===== src/rtl/riscv_ctrl_pkg.sv =====
// RV32I decode constants (opcodes, ALU codes, operand selects, access sizes) and the decoded bundle.
package riscv_ctrl_pkg;

    localparam int unsigned ALU_W = 6;
    localparam int unsigned REG_W = 5;

    localparam logic [6:0] OPC_LOAD   = 7'b0000011;
    localparam logic [6:0] OPC_OP_IMM = 7'b0010011;
    localparam logic [6:0] OPC_AUIPC  = 7'b0010111;
    localparam logic [6:0] OPC_STORE  = 7'b0100011;
    localparam logic [6:0] OPC_OP     = 7'b0110011;
    localparam logic [6:0] OPC_LUI    = 7'b0110111;
    localparam logic [6:0] OPC_BRANCH = 7'b1100011;
    localparam logic [6:0] OPC_JALR   = 7'b1100111;
    localparam logic [6:0] OPC_JAL    = 7'b1101111;

    localparam logic [ALU_W-1:0] ALU_DEFAULT = 6'd0;
    localparam logic [ALU_W-1:0] ALU_ADD     = 6'd1;
    localparam logic [ALU_W-1:0] ALU_SUB     = 6'd2;
    localparam logic [ALU_W-1:0] ALU_SLL     = 6'd3;
    localparam logic [ALU_W-1:0] ALU_SLT     = 6'd4;
    localparam logic [ALU_W-1:0] ALU_SLTU    = 6'd5;
    localparam logic [ALU_W-1:0] ALU_XOR     = 6'd6;
    localparam logic [ALU_W-1:0] ALU_SRL     = 6'd7;
    localparam logic [ALU_W-1:0] ALU_SRA     = 6'd8;
    localparam logic [ALU_W-1:0] ALU_OR      = 6'd9;
    localparam logic [ALU_W-1:0] ALU_AND     = 6'd10;
    localparam logic [ALU_W-1:0] ALU_STORE   = 6'd11;
    localparam logic [ALU_W-1:0] ALU_BEQ     = 6'd12;
    localparam logic [ALU_W-1:0] ALU_BNE     = 6'd13;
    localparam logic [ALU_W-1:0] ALU_BLT     = 6'd14;
    localparam logic [ALU_W-1:0] ALU_BGE     = 6'd15;
    localparam logic [ALU_W-1:0] ALU_BLTU    = 6'd16;
    localparam logic [ALU_W-1:0] ALU_BGEU    = 6'd17;
    localparam logic [ALU_W-1:0] ALU_JAL     = 6'd18;
    localparam logic [ALU_W-1:0] ALU_JALR    = 6'd19;
    localparam logic [ALU_W-1:0] ALU_MUL     = 6'd20;
    localparam logic [ALU_W-1:0] ALU_MULH    = 6'd21;
    localparam logic [ALU_W-1:0] ALU_MULHSU  = 6'd22;
    localparam logic [ALU_W-1:0] ALU_MULHU   = 6'd23;
    localparam logic [ALU_W-1:0] ALU_DIV     = 6'd24;
    localparam logic [ALU_W-1:0] ALU_DIVU    = 6'd25;
    localparam logic [ALU_W-1:0] ALU_REM     = 6'd26;
    localparam logic [ALU_W-1:0] ALU_REMU    = 6'd27;

    localparam logic [1:0] OPA_RS1  = 2'b00;
    localparam logic [1:0] OPA_PC   = 2'b01;
    localparam logic [1:0] OPA_PC4  = 2'b10;
    localparam logic [1:0] OPA_ZERO = 2'b11;

    localparam logic [1:0] SIZE_BYTE  = 2'd0;
    localparam logic [1:0] SIZE_HWORD = 2'd1;
    localparam logic [1:0] SIZE_WORD  = 2'd2;

    typedef struct packed {
        logic [REG_W-1:0] rd;
        logic [REG_W-1:0] rs1;
        logic [REG_W-1:0] rs2;
        logic             wb_en;
        logic             mem_wen;
        logic [1:0]       op_a_sel;
        logic             op_b_sel;
        logic [ALU_W-1:0] alu_ctrl;
        logic             branch_op;
        logic [1:0]       mem_size;
        logic             load_sign;
        logic             wb_sel;
        logic             illegal;
    } decoded_t;

    // Idle bundle: everything off, ALU at its default code, word-sized access.
    function automatic decoded_t reset_bundle();
        decoded_t b;
        b          = '0;
        b.alu_ctrl = ALU_DEFAULT;
        b.mem_size = SIZE_WORD;
        return b;
    endfunction

endpackage


===== src/rtl/instr_decoder.sv =====
// Combinational RV32I decoder: instruction word -> control bundle; illegal encodings yield an idle bundle.
// Optional M-extension decode is enabled by defining DECODE_RV32M_EN.
module instr_decoder
    import riscv_ctrl_pkg::*;
(
    input  logic [31:0] instr_i,
    output decoded_t    dec_o
);

    logic [6:0] opcode;
    logic [2:0] funct3;
    logic [6:0] funct7;
    decoded_t   dec_c;
    logic       bad_c;

    assign opcode = instr_i[6:0];
    assign funct3 = instr_i[14:12];
    assign funct7 = instr_i[31:25];

    always_comb begin
        dec_c = reset_bundle();
        bad_c = 1'b0;
        unique case (opcode)
            OPC_OP: begin
                dec_c.wb_en = 1'b1;
                case (funct7)
                    7'b0000000: begin
                        case (funct3)
                            3'd0: dec_c.alu_ctrl = ALU_ADD;
                            3'd1: dec_c.alu_ctrl = ALU_SLL;
                            3'd2: dec_c.alu_ctrl = ALU_SLT;
                            3'd3: dec_c.alu_ctrl = ALU_SLTU;
                            3'd4: dec_c.alu_ctrl = ALU_XOR;
                            3'd5: dec_c.alu_ctrl = ALU_SRL;
                            3'd6: dec_c.alu_ctrl = ALU_OR;
                            3'd7: dec_c.alu_ctrl = ALU_AND;
                        endcase
                    end
                    7'b0100000: begin
                        case (funct3)
                            3'd0:    dec_c.alu_ctrl = ALU_SUB;
                            3'd5:    dec_c.alu_ctrl = ALU_SRA;
                            default: bad_c = 1'b1;
                        endcase
                    end
`ifdef DECODE_RV32M_EN
                    7'b0000001: begin
                        case (funct3)
                            3'd0: dec_c.alu_ctrl = ALU_MUL;
                            3'd1: dec_c.alu_ctrl = ALU_MULH;
                            3'd2: dec_c.alu_ctrl = ALU_MULHSU;
                            3'd3: dec_c.alu_ctrl = ALU_MULHU;
                            3'd4: dec_c.alu_ctrl = ALU_DIV;
                            3'd5: dec_c.alu_ctrl = ALU_DIVU;
                            3'd6: dec_c.alu_ctrl = ALU_REM;
                            3'd7: dec_c.alu_ctrl = ALU_REMU;
                        endcase
                    end
`endif
                    default: bad_c = 1'b1;
                endcase
            end
            OPC_OP_IMM: begin
                dec_c.wb_en    = 1'b1;
                dec_c.op_b_sel = 1'b1;
                case (funct3)
                    3'd0: dec_c.alu_ctrl = ALU_ADD;
                    3'd2: dec_c.alu_ctrl = ALU_SLT;
                    3'd3: dec_c.alu_ctrl = ALU_SLTU;
                    3'd4: dec_c.alu_ctrl = ALU_XOR;
                    3'd6: dec_c.alu_ctrl = ALU_OR;
                    3'd7: dec_c.alu_ctrl = ALU_AND;
                    3'd1: begin
                        dec_c.alu_ctrl = ALU_SLL;
                        bad_c          = (funct7 != 7'b0000000);
                    end
                    3'd5: begin
                        // instr[30] picks arithmetic shift; every other funct7 bit must be clear
                        dec_c.alu_ctrl = instr_i[30] ? ALU_SRA : ALU_SRL;
                        bad_c          = ({funct7[6], funct7[4:0]} != 6'b0);
                    end
                endcase
            end
            OPC_LOAD: begin
                dec_c.wb_en    = 1'b1;
                dec_c.wb_sel   = 1'b1;
                dec_c.op_b_sel = 1'b1;
                dec_c.alu_ctrl = ALU_ADD;
                case (funct3)
                    3'd0:    begin dec_c.mem_size = SIZE_BYTE;  dec_c.load_sign = 1'b1; end
                    3'd1:    begin dec_c.mem_size = SIZE_HWORD; dec_c.load_sign = 1'b1; end
                    3'd2:    begin dec_c.mem_size = SIZE_WORD;  dec_c.load_sign = 1'b1; end
                    3'd4:    dec_c.mem_size = SIZE_BYTE;
                    3'd5:    dec_c.mem_size = SIZE_HWORD;
                    default: bad_c = 1'b1;
                endcase
            end
            OPC_STORE: begin
                dec_c.mem_wen  = 1'b1;
                dec_c.op_b_sel = 1'b1;
                dec_c.alu_ctrl = ALU_STORE;
                case (funct3)
                    3'd0:    dec_c.mem_size = SIZE_BYTE;
                    3'd1:    dec_c.mem_size = SIZE_HWORD;
                    3'd2:    dec_c.mem_size = SIZE_WORD;
                    default: bad_c = 1'b1;
                endcase
            end
            OPC_BRANCH: begin
                dec_c.branch_op = 1'b1;
                case (funct3)
                    3'd0:    dec_c.alu_ctrl = ALU_BEQ;
                    3'd1:    dec_c.alu_ctrl = ALU_BNE;
                    3'd4:    dec_c.alu_ctrl = ALU_BLT;
                    3'd5:    dec_c.alu_ctrl = ALU_BGE;
                    3'd6:    dec_c.alu_ctrl = ALU_BLTU;
                    3'd7:    dec_c.alu_ctrl = ALU_BGEU;
                    default: bad_c = 1'b1;
                endcase
            end
            OPC_JAL: begin
                dec_c.wb_en    = 1'b1;
                dec_c.op_a_sel = OPA_PC4;
                dec_c.alu_ctrl = ALU_JAL;
            end
            OPC_JALR: begin
                dec_c.wb_en    = 1'b1;
                dec_c.op_a_sel = OPA_PC4;
                dec_c.alu_ctrl = ALU_JALR;
            end
            OPC_AUIPC: begin
                dec_c.wb_en    = 1'b1;
                dec_c.op_a_sel = OPA_PC;
                dec_c.op_b_sel = 1'b1;
                dec_c.alu_ctrl = ALU_ADD;
            end
            OPC_LUI: begin
                dec_c.wb_en    = 1'b1;
                dec_c.op_a_sel = OPA_ZERO;
                dec_c.op_b_sel = 1'b1;
                dec_c.alu_ctrl = ALU_ADD;
            end
            default: bad_c = 1'b1;
        endcase

        if (bad_c) begin
            dec_c         = reset_bundle();
            dec_c.illegal = 1'b1;
        end
        dec_c.rd  = instr_i[11:7];
        dec_c.rs1 = instr_i[19:15];
        dec_c.rs2 = instr_i[24:20];
    end

    assign dec_o = dec_c;

endmodule


===== src/rtl/decode_stage.sv =====
// Flow-controlled decode stage: DEPTH-entry instruction FIFO feeding a registered decoded bundle.
// M-extension decode is selected in instr_decoder by defining DECODE_RV32M_EN.
module decode_stage
    import riscv_ctrl_pkg::*;
#(
    parameter int unsigned DEPTH = 2,
    parameter int unsigned PC_W  = 32
) (
    input  logic                 clock,
    input  logic                 reset,
    input  logic                 flush,
    input  logic                 in_valid,
    output logic                 in_ready,
    input  logic [31:0]          in_instr,
    input  logic [PC_W-1:0]      in_pc,
    output logic                 out_valid,
    input  logic                 out_ready,
    output logic [PC_W-1:0]      out_pc,
    output logic [REG_W-1:0]     out_rd,
    output logic [REG_W-1:0]     out_rs1,
    output logic [REG_W-1:0]     out_rs2,
    output logic                 wb_en,
    output logic                 mem_wen,
    output logic [1:0]           op_a_sel,
    output logic                 op_b_sel,
    output logic [ALU_W-1:0]     alu_ctrl,
    output logic                 branch_op,
    output logic [1:0]           mem_size,
    output logic                 load_sign,
    output logic                 wb_sel,
    output logic                 illegal
);

    localparam int unsigned PTR_W = $clog2(DEPTH);
    localparam int unsigned CNT_W = $clog2(DEPTH + 1);

    logic [31:0]      instr_mem_q [DEPTH];
    logic [PC_W-1:0]  pc_mem_q    [DEPTH];
    logic [PTR_W-1:0] wr_ptr_q, wr_ptr_d;
    logic [PTR_W-1:0] rd_ptr_q, rd_ptr_d;
    logic [CNT_W-1:0] cnt_q, cnt_d;
    logic             out_valid_q, out_valid_d;
    logic [PC_W-1:0]  out_pc_q, out_pc_d;
    decoded_t         out_q, out_d;
    decoded_t         head_dec;
    logic             full, empty, push, pop;

    instr_decoder u_dec (
        .instr_i (instr_mem_q[rd_ptr_q]),
        .dec_o   (head_dec)
    );

    assign full     = (cnt_q == CNT_W'(DEPTH));
    assign empty    = (cnt_q == '0);
    assign in_ready = !full && !reset;
    assign push     = in_valid && in_ready && !flush;
    assign pop      = !empty && (!out_valid_q || out_ready) && !flush;

    // Next state: flush wins over push and pop; a consumed bundle with nothing behind it goes invalid.
    always_comb begin
        wr_ptr_d    = wr_ptr_q;
        rd_ptr_d    = rd_ptr_q;
        cnt_d       = cnt_q;
        out_valid_d = out_valid_q;
        out_pc_d    = out_pc_q;
        out_d       = out_q;
        if (flush) begin
            wr_ptr_d    = '0;
            rd_ptr_d    = '0;
            cnt_d       = '0;
            out_valid_d = 1'b0;
        end else begin
            if (push) begin
                wr_ptr_d = wr_ptr_q + PTR_W'(1);
            end
            if (pop) begin
                rd_ptr_d    = rd_ptr_q + PTR_W'(1);
                out_valid_d = 1'b1;
                out_pc_d    = pc_mem_q[rd_ptr_q];
                out_d       = head_dec;
            end else if (out_ready) begin
                out_valid_d = 1'b0;
            end
            case ({push, pop})
                2'b10:   cnt_d = cnt_q + CNT_W'(1);
                2'b01:   cnt_d = cnt_q - CNT_W'(1);
                default: cnt_d = cnt_q;
            endcase
        end
    end

    always_ff @(posedge clock) begin
        if (reset) begin
            wr_ptr_q    <= '0;
            rd_ptr_q    <= '0;
            cnt_q       <= '0;
            out_valid_q <= 1'b0;
            out_pc_q    <= '0;
            out_q       <= reset_bundle();
        end else begin
            wr_ptr_q    <= wr_ptr_d;
            rd_ptr_q    <= rd_ptr_d;
            cnt_q       <= cnt_d;
            out_valid_q <= out_valid_d;
            out_pc_q    <= out_pc_d;
            out_q       <= out_d;
        end
    end

    // Payload storage needs no reset; occupancy is tracked by the counter.
    always_ff @(posedge clock) begin
        if (push) begin
            instr_mem_q[wr_ptr_q] <= in_instr;
            pc_mem_q[wr_ptr_q]    <= in_pc;
        end
    end

    assign out_valid = out_valid_q;
    assign out_pc    = out_pc_q;
    assign out_rd    = out_q.rd;
    assign out_rs1   = out_q.rs1;
    assign out_rs2   = out_q.rs2;
    assign wb_en     = out_q.wb_en;
    assign mem_wen   = out_q.mem_wen;
    assign op_a_sel  = out_q.op_a_sel;
    assign op_b_sel  = out_q.op_b_sel;
    assign alu_ctrl  = out_q.alu_ctrl;
    assign branch_op = out_q.branch_op;
    assign mem_size  = out_q.mem_size;
    assign load_sign = out_q.load_sign;
    assign wb_sel    = out_q.wb_sel;
    assign illegal   = out_q.illegal;

endmodule


===== config.mk =====
export PLATFORM = sky130hd
export DESIGN_NAME = decode_stage
export DESIGN_NICKNAME = d
export VERILOG_FILES = /design/src/rtl/riscv_ctrl_pkg.sv /design/src/rtl/instr_decoder.sv /design/src/rtl/decode_stage.sv
export SDC_FILE = /design/constraint.sdc
export NUM_CORES = 1
export LEC_CHECK = 0
export ABC_AREA = 1
export BUFFER_PORTS_ARGS = -buffer_cell sky130_fd_sc_hd__buf_4
export CELL_PAD_IN_SITES_DETAIL_PLACEMENT = 0
export CELL_PAD_IN_SITES_GLOBAL_PLACEMENT = 1
export CORE_ASPECT_RATIO = 1.1
export CORE_UTILIZATION = 35
export CTS_CLUSTER_SIZE = 28
export DETAILED_ROUTE_END_ITERATION = 6
export PLACE_DENSITY = 0.63
export SLEW_MARGIN = 20
export SYNTH_ARGS = -nofsm -noshare
export SYNTH_HDL_FRONTEND = slang
export SYNTH_SLANG_ARGS = --single-unit

===== constraint.sdc =====
create_clock -name clock -period 10.6 [get_ports clock]
set_input_delay 1.59 -clock clock [delete_from_list [all_inputs] [get_ports clock]]
set_output_delay 1.59 -clock clock [all_outputs]
set_load 0.01 [all_outputs]

==> results of run 1 <==
-- area by class of cell --
cell class | count | area [µm²]
clock inverter | 15 | 193
multi-input combinational | 440 | 2200
timing repair buffer | 139 | 1040
clock buffer | 17 | 425
inverter | 42 | 158
fill | 2068 | 11900
tap | 290 | 363
sequential | 197 | 5230
-- logic make-up (layout without fill, tap and decap cells) --
family	after synthesis	after routing
and+or+nand+nor	289	289
AOI/OAI and AO/OA	143	143
buffers and inverters	80	213
other	1	1
DFF	197	197
adders and majority gates	7	7
-- worst max-delay path: stages --
cell and delay [ps]:
sky130_fd_sc_hd__buf_4 170, sky130_fd_sc_hd__a21oi_1 140, sky130_fd_sc_hd__buf_4 140
-- cell usage after synthesis (5+ instances only) --
cell                       count
sky130_fd_sc_hd__a31oi_1      47
sky130_fd_sc_hd__nor2_2        7
sky130_fd_sc_hd__o21ai_0      63
sky130_fd_sc_hd__clkbuf_1     24
sky130_fd_sc_hd__nand2_1     195
sky130_fd_sc_hd__nand3_1      23
sky130_fd_sc_hd__a21oi_1      22
sky130_fd_sc_hd__nand2_4       5
sky130_fd_sc_hd__nand2_2      16
sky130_fd_sc_hd__inv_1        37
sky130_fd_sc_hd__nand4_1       7
sky130_fd_sc_hd__ha_1          7
sky130_fd_sc_hd__dfxtp_1      69
sky130_fd_sc_hd__edfxtp_1    128
sky130_fd_sc_hd__nor2_1       25
-- report_power, final --
| group | switching (mW) | internal (mW) | leakage [nW] |
|---|---|---|---|
| combinational | 0.0404 | 0.0320 | 1.77 |
| sequential | 0.00531 | 0.830 | 1.72 |
| clock | 0.331 | 0.326 | 0.302 |
| total | 0.377 | 1.19 | 3.79 |
-- sequential cells by signal (all words and copies together), names as in the netlist, named ones only --
signal and flops:
load_sign 1, rd_ptr_q 1, illegal 1, instr_mem_q 64, cnt_q 2, out_rd 5
branch_op 1, pc_mem_q 64, out_rs2 5, wb_sel 1, wb_en 1, wr_ptr_q 1
out_rs1 5, out_pc 32, op_b_sel 1, mem_size 2, out_valid 1, mem_wen 1
alu_ctrl 5, op_a_sel 2
-- metrics by stage --
stage | utilization (%) | instance area [µm²] | setup slack, ps
floorplan | - | 7740 | 5260
global placement | 41.8 | 8980 | 6780
detailed placement | 41.8 | 8980 | 6700
CTS | 44.6 | 9600 | 6960
global route | 44.6 | 9600 | 6900
finish | 44.6 | 9600 | 6960
-- path summary, 6_finish.rpt --
kind / slack [ps] / endpoint / depth (start not counted)
worst max register to register: 7610 / branch_op / 16
worst min-delay path: 480 / alu_ctrl[3] / 2
worst min register to register: 480 / alu_ctrl[3] / 2
worst max-delay path: 6960 / in_ready / 3
-- routing by layer --
metal	share of wire (%)	routed length (µm)	global-route usage (%)
met5	0	0	0
met4	1.4	249	6.13
met3	3.7	648	3.39
met2	50	8750	27.4
met1	44	7700	19.8
==> impl_metrics.env, run 1 <==
export IMPL_detail_route_first_pass_iterations=5
export IMPL_period_minus_slack_ps=3640
export IMPL_layout_area_overhead_vs_synth_pct=24.0
export IMPL_maxSlewHeadroom_pct=30.9
export IMPL_worst_hold_startpoint="alu_ctrl[3]"
export IMPL_critical_path_arrival_ps=2050
export IMPL_synth_warning_count=0
export IMPL_cts_root_buffer_cell="sky130_fd_sc_hd__clkbuf_16"
export IMPL_critical_path_peak_fanout=16
export IMPL_finalNonFillerCells=1140
export IMPL_clock_sinks=197
export IMPL_power_per_cell_area_nw_per_um2=163
export IMPL_fmax_mhz=274
export IMPL_report_final_setup_viol=0
export IMPL_synth_top_area_share_pct=49.6
export IMPL_syn_nets=793
export IMPL_detail_route_drc_violations=0
export IMPL_final_max_slew_violation_count=0
export IMPL_drt_total_wl_um=17300
export IMPL_most_common_layout_cells="sky130_fd_sc_hd__nand2_1 (195), sky130_fd_sc_hd__buf_4 (139), sky130_fd_sc_hd__edfxtp_1 (128), sky130_fd_sc_hd__dfxtp_1 (69), sky130_fd_sc_hd__o21ai_0 (63)"
export IMPL_syn_instance_count=717
export IMPL_die_height_um=158
export IMPL_hold_slack_ps=477
export IMPL_clkLatencyLatePin_ps=440
export IMPL_die_width_um=144
export IMPL_synth_top_family_by_area="simple AND/OR/NAND/NOR gates"
export IMPL_yosysSeqAreaShare_pct=67.5
export IMPL_timing_setup_tns_ps=0
export IMPL_routed_via_density=4.77
export IMPL_placement_rows=56
export IMPL_via_count=5435
export IMPL_status="completed"
export IMPL_synth_xor_area_share_pct=0
export IMPL_detailedRoute_firstIterationViolations=354
export IMPL_ctsResizeCount=0
export IMPL_clkTransAtPathRegs_ps=80
export IMPL_synth_lib_cells_used_distinct=35
export IMPL_dp_cells=1108
export IMPL_worst_pin_slew_ps=1040
export IMPL_synth_seq_cells=197
export IMPL_grt_antenna_before_repair=0
export IMPL_route_detailed_wl_per_inst_um=15.2
export IMPL_grt_usage_pct=16.1
export IMPL_synth_largest_area_cell="sky130_fd_sc_hd__edfxtp_1"
export IMPL_die_area_um2=22700
export IMPL_cap_violations=0
export IMPL_netlist_top_cells_area="sky130_fd_sc_hd__edfxtp_1 (50%), sky130_fd_sc_hd__dfxtp_1 (18%), sky130_fd_sc_hd__nand2_1 (9.5%)"
export IMPL_tritoncts_buffers=17
export IMPL_ant_nets=0
export IMPL_io_pins=135
export IMPL_diodes=0
export IMPL_globalplace_congestion=0.837
export IMPL_first_pass_grt_wire_length_um=27600
export IMPL_synth_compound_area_share_pct=10.3
export IMPL_holdCritPathClass="reg2reg"
export IMPL_post_synth_mux_area_share_pct=0
export IMPL_irDropWorstVdd_uv=114
export IMPL_setup_worst_path_class="in2out"
export IMPL_placeableCoreArea_um2=21500
export IMPL_post_route_period_util_pct=34.4
export IMPL_hpwl_um=11200
export IMPL_worstSetupStartpointType="input port"
export IMPL_critical_path_startpoint="reset"
export IMPL_grt_remaining_overflow=0
export IMPL_worst_setup_path_end_kind="primary output"
export IMPL_fin_nets=913
export IMPL_synthAdderAreaFrac_pct=1.13
export IMPL_number_of_global_route_vias_before_repair=5388
export IMPL_drive_gt1_share_pct=25.2
export IMPL_synth_edff_count=128
export IMPL_cts_repair_timing_setup_buffer_count=0
export IMPL_post_synth_cell_area_avg_um2=10.8
export IMPL_setup_repair_after_global_routing_missed_its_margin="false"
export IMPL_cts_hold_repair_buffers=0
export IMPL_total_power_mw=1.57
export IMPL_htree_levels=4
export IMPL_required_ps=9010
export IMPL_synth_ff_type="sky130_fd_sc_hd__edfxtp_1"
export IMPL_async_reset_ff_share_pct=0
export IMPL_final_common_cell="sky130_fd_sc_hd__nand2_1"
export IMPL_finalHoldViolCount=0
export IMPL_fin_skew_ps=8.28
export IMPL_cts_max_path_buffers=2
export IMPL_initial_standard_cell_utilization_of_the_core_pct=36.0
export IMPL_leakage_nw=3.79
export IMPL_grt_start_max_net_pins=113
export IMPL_synthSimpleGateAreaFrac_pct=16.6
export IMPL_synth_area_um2=7740
export IMPL_tritoncts="built"
export IMPL_portBuffers=133
Note: power is estimated with default switching activity, not from simulation.
==> run 2, diff against run 1 <==
--- a/config.mk
+++ b/config.mk
@@ -13,7 +13,7 @@
 export CORE_UTILIZATION = 35
 export CTS_CLUSTER_SIZE = 28
 export DETAILED_ROUTE_END_ITERATION = 6
-export PLACE_DENSITY = 0.63
+export PLACE_DENSITY = 0.65
 export SLEW_MARGIN = 20
 export SYNTH_ARGS = -nofsm -noshare
 export SYNTH_HDL_FRONTEND = slang
==> constraint.sdc (replaced) <==
create_clock -name clock -period 3.3 [get_ports clock]
set_input_delay 0.495 -clock clock [delete_from_list [all_inputs] [get_ports clock]]
set_output_delay 0.495 -clock clock [all_outputs]
set_load 0.01 [all_outputs]
==> run 2 against run 1 <==
  * Global-route usage grew 0.28 points
  * Count of clock-buffer cells in the layout grew 1
  * Total power grew to 3.3 times the previous value
  * Largest cell class unchanged
  * Critical path type is now reg2reg
==> impl_metrics.env, run 2 (synthesis results as in run 1) <==
export IMPL_post_route_period_util_pct=69.7
export IMPL_io_pins=135
export IMPL_portBuffers=133
export IMPL_tritoncts_buffers=17
export IMPL_status="completed"
export IMPL_worstRegToRegCells=17
export IMPL_fin_nets=917
export IMPL_grt_remaining_overflow=0
export IMPL_drive_gt1_share_pct=25.3
export IMPL_worst_slack_ps=1000
export IMPL_ctsResizeCount=0
export IMPL_cp_slowest_stage_delay_ps=370
export IMPL_worstSetupStartpointType="flip-flop"
export IMPL_required_ps=3640
export IMPL_die_width_um=144
export IMPL_irDropWorstVdd_uv=348
export IMPL_holdCritPathClass="in2reg"
export IMPL_slowest_stage_cell_cp="sky130_fd_sc_hd__dfxtp_1"
export IMPL_final_common_cell="sky130_fd_sc_hd__nand2_1"
export IMPL_report_final_setup_viol=0
export IMPL_critical_path_arrival_ps=2640
export IMPL_critical_path_most_common_cell="sky130_fd_sc_hd__nand2_1"
export IMPL_grt_usage_pct=16.3
export IMPL_layout_filler_cells=1992
export IMPL_route_detailed_wl_per_inst_um=15.4
export IMPL_cts_hold_repair_buffers=0
export IMPL_setup_repair_after_global_routing_missed_its_margin="false"
export IMPL_detail_route_drc_violations=0
export IMPL_first_pass_grt_wire_length_um=28000
export IMPL_initial_standard_cell_utilization_of_the_core_pct=36.0
export IMPL_clock_sinks=197
export IMPL_globalplace_congestion=0.880
export IMPL_grt_antenna_before_repair=0
export IMPL_clkTransAtPathRegs_ps=70
export IMPL_crit_chain="buf_4 -> inv_2 -> nand2_1 -> nand2_1 -> inv_1 -> ha_1 -> nand2_1 -> nand2_1 -> nand2_1 -> nand3_1 -> nand2_1 -> nor2_4 -> nand2_2 -> nand2_2 -> nand2_1 -> nand2_1 -> inv_1"
export IMPL_cts_repair_timing_setup_buffer_count=0
export IMPL_post_route_util_pct=44.9
export IMPL_period_minus_slack_ps=2300
export IMPL_clkLatencyLatePin_ps=430
export IMPL_timing_setup_tns_ps=0
export IMPL_cap_violations=0
export IMPL_hold_path_cell_count=1
export IMPL_worst_pin_slew_ps=876
export IMPL_placement_setup_worst_slack_ps=955
export IMPL_diodes=0
export IMPL_via_count=5430
export IMPL_finalHoldViolCount=0
export IMPL_die_area_um2=22700
export IMPL_hpwl_um=11300
export IMPL_most_common_layout_cells="sky130_fd_sc_hd__nand2_1 (195), sky130_fd_sc_hd__buf_4 (141), sky130_fd_sc_hd__edfxtp_1 (128), sky130_fd_sc_hd__dfxtp_1 (69), sky130_fd_sc_hd__o21ai_0 (63)"
export IMPL_routed_via_density=4.75
export IMPL_crit_cells=17
export IMPL_cts_root_buffer_cell="sky130_fd_sc_hd__clkbuf_16"
export IMPL_worst_setup_path_end_kind="flip-flop"
export IMPL_die_height_um=158
export IMPL_htree_levels=4
export IMPL_critPathBufInv=4
export IMPL_layout_area_overhead_vs_synth_pct=24.8
export IMPL_critical_path_peak_fanout=11
export IMPL_fin_skew_ps=17.9
export IMPL_tritoncts="built"
export IMPL_ant_nets=0
export IMPL_drt_total_wl_um=17600
export IMPL_number_of_global_route_vias_before_repair=5355
export IMPL_placeableCoreArea_um2=21500
export IMPL_setup_worst_path_class="reg2reg"
export IMPL_detailedRoute_firstIterationViolations=244
export IMPL_detail_route_first_pass_iterations=4
export IMPL_placement_rows=56
export IMPL_grt_start_max_net_pins=96
export IMPL_leakage_nw=3.82
export IMPL_cpLargestDelayFamily="simple AND/OR/NAND/NOR gates"
export IMPL_power_per_cell_area_nw_per_um2=528
export IMPL_maxSlewHeadroom_pct=41.6
export IMPL_fmax_mhz=435
export IMPL_final_max_slew_violation_count=0
export IMPL_cts_max_path_buffers=2
[run 2: cell types whose count changed in the layout (fill, tap and decap cells not counted), moves of 2 or more]
cell / previous run / this run
sky130_fd_sc_hd__buf_4: 139 / 141
sky130_fd_sc_hd__bufinv_16: 0 / 3
sky130_fd_sc_hd__buf_12: 0 / 2
sky130_fd_sc_hd__clkinv_4: 1 / 3
sky130_fd_sc_hd__inv_8: 5 / 2
sky130_fd_sc_hd__clkinv_8: 4 / 1
[run 2: worst paths after layout]
kind | start | end | slack, ps
hold reg to reg | alu_ctrl[4] | alu_ctrl[4] | 470
setup / recovery | flip-flop | illegal | 1000
setup reg to reg | flip-flop | illegal | 1000
hold / removal | in_pc[7] | pc_mem_q[1][7] | 240
[run 2: report_power, final]
group | switching [mW] | internal, mW | total, mW
Combinational | 0.132 | 0.105 | 0.238
Sequential | 0.0172 | 2.67 | 2.68
Clock | 0.956 | 1.22 | 2.18
Total | 1.11 | 3.99 | 5.10
[run 2: routing by layer]
| metal | global-route usage, % | part of all wire, % | up-vias |
|---|---|---|---|
| met5 | 0 | 0 | - |
| met4 | 5.83 | 1.6 | 0 |
| met3 | 3.90 | 4.5 | 20 |
| met2 | 28.5 | 51 | 141 |
| met1 | 19.4 | 43 | 2547 |
| li1 | - | - | 2722 |
[run 2: area by class of cell]
class	instances	area (µm²)	share of cell area, %
clock buffers	18	429	4.44
clock inverters	14	194	2.01
inverters	42	158	1.63
multi-input cells	440	2200	22.7
flip-flops and latches	197	5230	54.1
well taps	290	363	3.76
repair buffers	143	1100	11.4
[run 2: per-stage QoR]
step           cells  area, µm²  power [mW]  hold slack, ps
3_3_place_gp    1112       9040        2.97             456
3_5_place_dp    1112       9040        2.98             456
6_report        1144       9660        5.10             243
4_1_cts         1144       9660        5.15             225
2_1_floorplan    717       7740        2.85             459
5_1_grt         1144       9660        5.27             221
==> run 3, diff against run 2 <==
==> constraint.sdc (replaced) <==
create_clock -name clock -period 2 [get_ports clock]
set_input_delay 0.3 -clock clock [delete_from_list [all_inputs] [get_ports clock]]
set_output_delay 0.3 -clock clock [all_outputs]
set_load 0.01 [all_outputs]
==> run 3 against run 2 <==
  * Worst setup slack worse by 930 ps
  * Count of clock-buffer cells in the layout fell by 1
  * Register-to-register slack got worse by 930 ps
  * Critical path type unchanged
  * Critical endpoint is now wb_sel
  * Largest power group unchanged
  * Highest routed layer is now met5
==> impl_metrics.env, run 3 (synthesis results as in run 1) <==
export IMPL_detailedRoute_firstIterationViolations=369
export IMPL_setup_worst_path_class="reg2reg"
export IMPL_irDropWorstVdd_uv=566
export IMPL_layout_area_overhead_vs_synth_pct=28.8
export IMPL_initial_standard_cell_utilization_of_the_core_pct=36.0
export IMPL_power_per_cell_area_nw_per_um2=838
export IMPL_hold_slack_ps=44.6
export IMPL_worstSetupStartpointType="flip-flop"
export IMPL_die_area_um2=22700
export IMPL_gr_busiest_metal="met2"
export IMPL_cap_violations=0
export IMPL_drive_gt1_share_pct=28.8
export IMPL_clkLatencyLatePin_ps=440
export IMPL_first_pass_grt_wire_length_um=27600
export IMPL_final_common_cell="sky130_fd_sc_hd__nand2_1"
export IMPL_post_route_util_pct=46.4
export IMPL_grt_usage_pct=16.0
export IMPL_p_clk_share_pct=42.0
export IMPL_period_minus_slack_ps=1920
export IMPL_worst_setup_path_end_kind="flip-flop"
export IMPL_detail_route_drc_violations=0
export IMPL_globalplace_congestion=0.887
export IMPL_via_count=5506
export IMPL_grt_util_met2_pct=27.3
export IMPL_most_common_layout_cells="sky130_fd_sc_hd__nand2_1 (189), sky130_fd_sc_hd__buf_4 (154), sky130_fd_sc_hd__edfxtp_1 (128), sky130_fd_sc_hd__dfxtp_1 (68), sky130_fd_sc_hd__o21ai_0 (60)"
export IMPL_finalHoldViolCount=0
export IMPL_portBuffers=133
export IMPL_net_switching_power_mw=2.02
export IMPL_tritoncts_buffers=17
export IMPL_drt_total_wl_um=17500
export IMPL_number_of_global_route_vias_before_repair=5454
export IMPL_report_final_setup_viol=0
export IMPL_cellInternalPower_mw=6.33
export IMPL_critical_path_arrival_ps=2240
export IMPL_die_width_um=144
export IMPL_ant_nets=0
export IMPL_io_pins=135
export IMPL_holdCritPathClass="in2reg"
export IMPL_globalRouteMet1Util_pct=18.9
export IMPL_fin_nets=937
export IMPL_placeableCoreArea_um2=21500
export IMPL_groute_layer_met3_usage_pct=4.54
export IMPL_critical_path_peak_fanout=9
export IMPL_diodes=0
export IMPL_total_power_mw=8.35
export IMPL_setup_repair_after_global_routing_missed_its_margin="true"
export IMPL_htree_levels=4
export IMPL_sw_frac_of_total_pct=24.2
export IMPL_detail_route_first_pass_iterations=5
export IMPL_route_detailed_wl_per_inst_um=15.0
export IMPL_tritoncts="built"
export IMPL_fmax_mhz=520
export IMPL_placement_rows=56
export IMPL_fin_skew_ps=11.8
export IMPL_cts_hold_repair_buffers=0
export IMPL_grt_start_max_net_pins=87
export IMPL_die_height_um=158
export IMPL_final_max_slew_violation_count=0
export IMPL_grt_remaining_overflow=0
export IMPL_required_ps=2320
export IMPL_cts_max_path_buffers=2
export IMPL_clock_sinks=197
export IMPL_power_share_sequential_pct=53.0
export IMPL_hpwl_um=12000
export IMPL_cts_root_buffer_cell="sky130_fd_sc_hd__clkbuf_16"
export IMPL_grt_antenna_before_repair=1
export IMPL_leakage_nw=3.94
export IMPL_status="completed"
export IMPL_comb_power_share_pct=5.1
export IMPL_post_route_period_util_pct=96.2
export IMPL_clkTransAtPathRegs_ps=90
export IMPL_routed_via_density=4.73
## run 3: changes by cell type in the layout (fill, tap and decap cells not counted), moves of 4 or more
cell                      change
sky130_fd_sc_hd__buf_4       +13
sky130_fd_sc_hd__ha_1         -4
sky130_fd_sc_hd__nand2_2      +4
sky130_fd_sc_hd__inv_12       +4
sky130_fd_sc_hd__nand2_1      -6
sky130_fd_sc_hd__buf_12       +5
## run 3: metrics by stage
| step | area (µm²) | worst slack, ps | TNS, ps | std cells |
|---|---|---|---|---|
| 2_1_floorplan | 7800 | -261 | -31970 | 717 |
| 3_3_place_gp | 9250 | 94.9 | 0 | 1130 |
| 3_5_place_dp | 9250 | 67.9 | 0 | 1130 |
| 4_1_cts | 9870 | 62.2 | 0 | 1162 |
| 5_1_grt | 9970 | -39.0 | -109 | 1164 |
| 6_report | 9970 | 76.0 | 0 | 1164 |
## run 3: worst max-delay path, cell delays in order (launching register included)
cell and delay (ps):
sky130_fd_sc_hd__dfxtp_4 370, sky130_fd_sc_hd__inv_4 120, sky130_fd_sc_hd__nand2_2 80, sky130_fd_sc_hd__nand2_4 120
sky130_fd_sc_hd__inv_2 70, sky130_fd_sc_hd__ha_2 200, sky130_fd_sc_hd__o21ai_1 190, sky130_fd_sc_hd__nand2_1 90
sky130_fd_sc_hd__inv_1 70, sky130_fd_sc_hd__nand2_1 50, sky130_fd_sc_hd__nand2_1 100, sky130_fd_sc_hd__nor2_4 60
sky130_fd_sc_hd__buf_4 130, sky130_fd_sc_hd__nand4_1 90, sky130_fd_sc_hd__a21oi_1 70
## run 3: final cells by class
class / instances / area, µm²
Multi-Input combinational cell: 440 / 2290
Timing Repair Buffer: 163 / 1320
Clock buffer: 17 / 425
Tap cell: 290 / 363
Clock inverter: 15 / 189
Sequential cell: 197 / 5230
Inverter: 42 / 160
Fill cell: 2038 / 11500
## run 3: power groups by stage
stage	clock, mW	sequential, mW	combinational [mW]
after floorplan	0	4.53	0.174
after global placement	0	4.52	0.407
after detailed placement	0	4.52	0.417
after CTS	3.61	4.43	0.417
after global routing	3.76	4.43	0.469
final	3.50	4.42	0.424
## run 3: path summary, 6_finish.rpt
path / startpoint / end / slack [ps] / cells after the start
min reg2reg: op_b_sel / op_b_sel / 470 / 2
min: in_pc[4] / pc_mem_q[1][4] / 40 / 1
max reg2reg: flip-flop / wb_sel / 80 / 14
max: flip-flop / wb_sel / 80 / 14
## run 3: metal layers
metal / routed length [µm] / vias up
met4: 331 / 2
met5: 17 / -
li1: - / 2764
met3: 835 / 22
met1: 7440 / 2588
met2: 8890 / 130
## run 3: repair_timing
| action | CTS | global route |
|---|---|---|
| setup endpoints to repair | 0 | 12 |
| setup buffers | 0 | 2 |
| gates resized for setup | 0 | 25 |
